`config.mk`:
```
export PLATFORM = sky130hd
export DESIGN_NAME = hex_display_ctrl
export DESIGN_NICKNAME = d
export VERILOG_FILES = /design/src/rtl/hex_display_pkg.sv /design/src/rtl/hex7seg_decoder.sv /design/src/rtl/hex_display_ctrl.sv
export SDC_FILE = /design/constraint.sdc
export NUM_CORES = 1
export LEC_CHECK = 0
export ABC_AREA = 1
export BUFFER_PORTS_ARGS = -buffer_cell sky130_fd_sc_hd__buf_2
export CAP_MARGIN = 10
export CORE_MARGIN = 1
export CORE_UTILIZATION = 50
export CTS_BUF_LIST = sky130_fd_sc_hd__clkbuf_8 sky130_fd_sc_hd__clkbuf_16
export CTS_CLUSTER_DIAMETER = 80
export DETAILED_ROUTE_END_ITERATION = 10
export PLACE_DENSITY = 0.72
export RECOVER_POWER = 25
export SLEW_MARGIN = 25
export SYNTH_ARGS = -nofsm -noshare
export SYNTH_HDL_FRONTEND = slang
export SYNTH_SLANG_ARGS = --single-unit
export TNS_END_PERCENT = 1
```
`constraint.sdc`:
```
create_clock -name clk -period 2.3 [get_ports clk]
set_input_delay 0.46 -clock clk [delete_from_list [all_inputs] [get_ports clk]]
set_output_delay 0.46 -clock clk [all_outputs]
set_load 0.01 [all_outputs]
```
`src/rtl/hex_display_pkg.sv`:
```
// Shared constants for the seven-segment display controller: register map,
// CTRL bit layout and reset value, and the active-low hex glyph table.
package hex_display_pkg;

  typedef enum logic [1:0] {
    REG_VALUE    = 2'd0,
    REG_CTRL     = 2'd1,
    REG_PRESCALE = 2'd2,
    REG_STATUS   = 2'd3
  } reg_addr_e;

  localparam int          CTRL_W       = 10;
  localparam int          CTRL_DISP_EN = 8;
  localparam int          CTRL_LZB     = 9;
  localparam logic [9:0]  CTRL_RST     = 10'h10F;

  localparam logic [6:0]  SEG_OFF      = 7'h7F;

  // Entry n is the {g,f,e,d,c,b,a} pattern for nibble n, active-low.
  localparam logic [15:0][6:0] GLYPH_TABLE = {
    7'h0E, 7'h06, 7'h21, 7'h46, 7'h03, 7'h08, 7'h10, 7'h00,
    7'h78, 7'h02, 7'h12, 7'h19, 7'h30, 7'h24, 7'h79, 7'h40
  };

  function automatic logic [6:0] hex_glyph(input logic [3:0] nibble);
    return GLYPH_TABLE[nibble];
  endfunction

endpackage

```
`src/rtl/hex7seg_decoder.sv`:
```
// Combinational nibble to seven-segment decoder, active-low outputs.
module hex7seg_decoder
  import hex_display_pkg::*;
(
  input  logic [3:0] i_nibble,
  output logic [6:0] o_seg
);

  assign o_seg = hex_glyph(i_nibble);

endmodule

```
`src/rtl/hex_display_ctrl.sv`:
```
// Memory-mapped four-digit seven-segment scan controller with a double-buffered
// value register. Optional leading-zero blanking is built when HEX_DISPLAY_LZB_EN is defined.
module hex_display_ctrl
  import hex_display_pkg::*;
#(
  parameter int PRESCALE_RST = 25000,
  parameter int FRAME_W      = 8
) (
  input  logic        clk,
  input  logic        rst,
  input  logic        sel,
  input  logic        we,
  input  logic [1:0]  addr,
  input  logic [31:0] wd,
  output logic [31:0] rd,
  output logic [6:0]  hex,
  output logic        hex_dot,
  output logic [3:0]  hex_sel
);

  localparam logic [15:0] PRESCALE_RST_V = PRESCALE_RST[15:0];

  logic [15:0]        r_shadow;
  logic [15:0]        r_active;
  logic [CTRL_W-1:0]  r_ctrl;
  logic [15:0]        r_prescale;
  logic [15:0]        r_cnt;
  logic [1:0]         r_idx;
  logic [FRAME_W-1:0] r_frame;
  logic               r_live;

  logic               w_wr;
  logic               w_wr_value;
  logic               w_wr_ctrl;
  logic               w_wr_prescale;
  logic               w_tick;
  logic               w_wrap;
  logic [CTRL_W-1:0]  w_ctrl_wdata;
  logic [3:0]         w_nibble;
  logic [6:0]         w_seg;
  logic               w_lzb_blank;
  logic               w_digit_on;
  logic [3:0]         w_onehot;
  logic [31:0]        w_status;
  logic               w_unused;

  assign w_wr          = sel & we;
  assign w_wr_value    = w_wr & (addr == REG_VALUE);
  assign w_wr_ctrl     = w_wr & (addr == REG_CTRL);
  assign w_wr_prescale = w_wr & (addr == REG_PRESCALE);
  assign w_tick        = (r_cnt == 16'd0);
  assign w_wrap        = w_tick & (r_idx == 2'd3);
  assign w_unused      = ^wd[31:16];

`ifdef HEX_DISPLAY_LZB_EN
  assign w_ctrl_wdata = wd[9:0];
`else
  assign w_ctrl_wdata = {1'b0, wd[8:0]};
`endif

  // Bus-visible registers
  always_ff @(posedge clk) begin
    if (rst) begin
      r_shadow   <= 16'd0;
      r_ctrl     <= CTRL_RST;
      r_prescale <= PRESCALE_RST_V;
    end else begin
      if (w_wr_value)    r_shadow   <= wd[15:0];
      if (w_wr_ctrl)     r_ctrl     <= w_ctrl_wdata;
      if (w_wr_prescale) r_prescale <= wd[15:0];
    end
  end

  // Scan timing, digit index, frame counter and the shadow-to-active transfer
  always_ff @(posedge clk) begin
    if (rst) begin
      r_cnt    <= PRESCALE_RST_V;
      r_idx    <= 2'd0;
      r_frame  <= '0;
      r_active <= 16'd0;
      r_live   <= 1'b0;
    end else begin
      if (w_wr_prescale) begin
        r_cnt <= wd[15:0];
      end else if (w_tick) begin
        r_cnt <= r_prescale;
      end else begin
        r_cnt <= r_cnt - 16'd1;
      end
      if (w_tick) begin
        r_idx  <= r_idx + 2'd1;
        r_live <= 1'b1;
      end
      // A VALUE write coinciding with the wrap must not be lost for a whole frame.
      if (w_wrap) begin
        r_frame  <= r_frame + FRAME_W'(1);
        r_active <= w_wr_value ? wd[15:0] : r_shadow;
      end
    end
  end

  // Current digit nibble and leading-zero blanking
  always_comb begin
    w_nibble    = 4'd0;
    w_lzb_blank = 1'b0;
    case (r_idx)
      2'd0: w_nibble = r_active[3:0];
      2'd1: w_nibble = r_active[7:4];
      2'd2: w_nibble = r_active[11:8];
      2'd3: w_nibble = r_active[15:12];
      default: w_nibble = 4'd0;
    endcase
`ifdef HEX_DISPLAY_LZB_EN
    if (r_ctrl[CTRL_LZB]) begin
      case (r_idx)
        2'd1: w_lzb_blank = (r_active[15:4] == 12'd0);
        2'd2: w_lzb_blank = (r_active[15:8] == 8'd0);
        2'd3: w_lzb_blank = (r_active[15:12] == 4'd0);
        default: w_lzb_blank = 1'b0;
      endcase
    end else begin
      w_lzb_blank = 1'b0;
    end
`endif
  end

  hex7seg_decoder u_dec (
    .i_nibble (w_nibble),
    .o_seg    (w_seg)
  );

  assign w_onehot   = 4'b0001 << r_idx;
  assign w_digit_on = r_ctrl[CTRL_DISP_EN] & r_ctrl[r_idx] & ~w_lzb_blank;

  // Pin registers; held dark until the scan has produced its first tick
  always_ff @(posedge clk) begin
    if (rst) begin
      hex     <= SEG_OFF;
      hex_dot <= 1'b1;
      hex_sel <= 4'hF;
    end else if (!r_live) begin
      hex     <= SEG_OFF;
      hex_dot <= 1'b1;
      hex_sel <= 4'hF;
    end else begin
      hex     <= w_seg;
      hex_dot <= ~r_ctrl[4 + r_idx];
      hex_sel <= w_digit_on ? ~w_onehot : 4'hF;
    end
  end

  // Read mux
  always_comb begin
    w_status                  = 32'd0;
    w_status[1:0]             = r_idx;
    w_status[8 +: FRAME_W]    = r_frame;
    rd                        = 32'd0;
    if (sel) begin
      case (addr)
        REG_VALUE:    rd = {16'd0, r_shadow};
        REG_CTRL:     rd = {{(32-CTRL_W){1'b0}}, r_ctrl};
        REG_PRESCALE: rd = {16'd0, r_prescale};
        REG_STATUS:   rd = w_status;
        default:      rd = 32'd0;
      endcase
    end else begin
      rd = 32'd0;
    end
  end

endmodule

```
==> reports/qor.yml <==
r2r_cells: 11
dieArea_sq_um: 10470
maxSlewHeadroom_pct: 61.31
synth-seq-cells: 96
gp_congestion: 0.8408
post-route-util_pct: 55.85
core-area_sq_um: 9774
hold_class: "input port to flip-flop"
status: "finished, final reports clean"
maxSlewViolCount: 0
avgSynthCellArea_sq_um: 7.019
yosysWarnings: 0
ios: 82
ys_async_sr_fraction_pct: 0
nets: 814
antenna_left: 0
synth-edff-count: 0
grt_pass1_vias: 4165
finalHoldViolations: 0
fin_crit_sh_pct: 93.21
cts_max_level: 3
dpl.hpwl_mm: 9.128
drive_gt1_share_pct: 14.30
postCtsSetupBuffers: 0
arrival_ns: 1.68
vias: 4628
avgViaCountPerCell: 5.131
setup_slack_ns: 0.1562
synth_ff_type: "dfxtp_1"
cp-end-kind: "primary output"
clock_sinks: 96
die_w_um: 102.3
crit_chain: "buf_2 > nor2_2 > inv_1 > o21ai_0 > a21oi_1 > buf_2"
power_density_nw_per_um2: 572.3
dpl_worst_slack_ns: 0.07782
busiest_layer: "met2"
ys_seq_area_share_pct: 38.19
syn_area_sq_um: 5032
rows: 36
io_buffer_count: 49
slowest_stage: "inv_1"
p_leak_nw: 2.531
start_kind: "input port"
fp.dieH_um: 102.3
cts_buffers: 9
clk_path_buf_depth: 2
holdWs_ns: 0.3527
cts_tree: "built"
wire_per_inst_um: 13.56
path_max_fanout: 16
grt_max_degree: 52
crit_required_ns: 1.84
firstDrtPassIters: 5
grt_pass1_wl_mm: 19.68
overflow: 0
critPathKind: "input port to primary output"
drc: 0
initial_core_util_pct: 51.48
clock_latency_ns: 0.37
placed_cells_incl_taps: 886
ys_types: 41
stdcell_count: 902
layout-area-overhead-vs-synth_pct: 8.478
track_usage_pct: 24.49
clk_pin_slew_ns: 0.11
setup-violations-final: 0
antenna_found_initial: 0
met1_usage_pct: 31.62
use_met3_pct: 4.651
cts_root_buf: "clkbuf_8"
finalSetupTns_ns: 0
fmax_ghz: 0.4665
drv_cap: 0
antenna_cells: 0
ir_drop_uv: 280.2
cp_slowest_stage_delay_ns: 0.44
fin_worst_skew_ns: 0.01431
rsz0062_at_grt: "false"
period_needed_ns: 2.144
wl_mm: 12.23
path_common_cell: "buf_2"
drt_iter0_drc: 203
use_met2_pct: 42.23
synthCells: 717
hold_depth: 3
tightest_slew_ns: 0.5797
-- metal layers --
metal  wire (um)  up-vias  share of wire [%]
met4         102        0               0.83
met2        5789      148                 47
met3         766        6                6.3
met1        5572     2140                 46
met5           0        -                  0
li1            -     2334                  -
-- what timing repair did --
item,in CTS,in global routing
setup endpoints to repair,0,4
hold buffers,0,0
resized for setup,0,2
-- cell usage after synthesis (2+ instances only) --
| cell type | instances | area (sq um) |
|---|---|---|
| a21oi_1 | 58 | 290.3 |
| a21oi_2 | 5 | 43.79 |
| a221oi_1 | 4 | 35.03 |
| buf_2 | 9 | 45.04 |
| buf_4 | 18 | 135.1 |
| buf_6 | 5 | 56.30 |
| clkbuf_1 | 6 | 22.52 |
| dfxtp_1 | 96 | 1922 |
| ha_1 | 12 | 150.1 |
| inv_1 | 88 | 330.3 |
| inv_2 | 3 | 11.26 |
| nand2_1 | 191 | 716.9 |
| nand2_2 | 12 | 75.07 |
| nand2_4 | 3 | 33.78 |
| nand3_1 | 33 | 165.2 |
| nor2_1 | 71 | 266.5 |
| nor2_2 | 8 | 50.05 |
| nor2_4 | 6 | 67.56 |
| nor3_1 | 2 | 10.01 |
| o211ai_1 | 5 | 37.54 |
| o21ai_0 | 26 | 130.1 |
| o21ai_1 | 12 | 60.06 |
| o21ai_2 | 11 | 96.34 |
| o21bai_1 | 2 | 15.01 |
| o221ai_1 | 6 | 52.55 |
| o22ai_1 | 5 | 31.28 |
| xnor2_1 | 2 | 17.52 |
| xor2_1 | 5 | 43.79 |
-- worst max-delay path, delay by kind of cell --
family / cells / cell delay [ns]
and+or+nand+nor: 1 / 0.09
buffers and inverters: 3 / 0.76
AOI/OAI and AO/OA: 2 / 0.37
-- registers in the layout, indices dropped and copies added (netlist names) --
name and flops:
r_live 1, r_active 16, r_shadow 16, hex_sel 4
hex_dot 1, r_ctrl 9, r_frame 8, hex 7
r_prescale 16, r_idx 2, r_cnt 16
-- report_power, final --
part | switching (mW) | leakage, nW | internal, mW
clock network | 0.657 | 0.0934 | 0.416
registers | 0.0295 | 0.779 | 1.70
logic | 0.214 | 1.66 | 0.105
total | 0.901 | 2.53 | 2.22
-- layout make-up --
| cell class | instances | area, sq um |
|---|---|---|
| clock buffers | 9 | 123.9 |
| multi-input cells | 503 | 2506 |
| inverters | 94 | 356.6 |
| repair buffers | 60 | 317.8 |
| clock inverters | 7 | 65.06 |
| well taps | 133 | 166.4 |
| flip-flops and latches | 96 | 1923 |
| fillers | 1003 | 4315 |
-- cells by family (layout without fill, tap and decap cells) --
logic type / count (synthesis) / count (layout) / share of synthesized area [%]
flip-flops: 96 / 96 / 38.19
AO/OA/AOI/OAI: 138 / 138 / 16.51
adder cells (fa/ha/maj): 12 / 12 / 2.984
other: 1 / 16 / 0.07452
buffers and inverters: 133 / 170 / 12.63
XOR/XNOR: 7 / 7 / 1.218
AND/OR/NAND/NOR: 330 / 330 / 28.39
-- cell usage in the layout (no fill, tap or decap), types with 2 or more instances in the layout --
cell type  count
nand2_1      193
a221oi_1       4
nand2_2       10
o21ai_0       32
a21oi_2        5
o22ai_1        4
ha_1          12
o221ai_1       6
clkinv_4       4
conb_1        16
nand3_1       33
nand2_4        3
buf_2         37
xor2_1         5
o211ai_1       5
nor2_2         8
buf_4          8
o21bai_1       2
dfxtp_1       95
inv_8          2
a21oi_1       58
nor2_4         5
nor2_1        72
o21ai_1       11
xnor2_1        2
inv_1         89
nor3_1         2
clkbuf_8       9
inv_2          2
o21ai_2        6
clkbuf_1      14
-- through the flow --
step                instance area (sq um)  power (mW)
floorplan                            5089       2.013
global placement                     5316       2.087
detailed placement                   5316       2.094
CTS                                  5505       3.153
global route                         5459       3.244
finish                               5459       3.124
-- final timing paths --
path / start / to / slack [ns]
setup / recovery: addr[0] / rd[1] / 0.16
hold / removal: wd[3] / r_ctrl[3]$_SDFFE_PP1P_ / 0.35
setup reg to reg: r_idx[0]$_SDFFE_PP0P_ / hex[0]$_SDFF_PP1_ / 0.23
hold reg to reg: r_active[2]$_SDFFE_PP0P_ / r_active[2]$_SDFFE_PP0P_ / 0.46
Power figures use the tool's default switching activity.
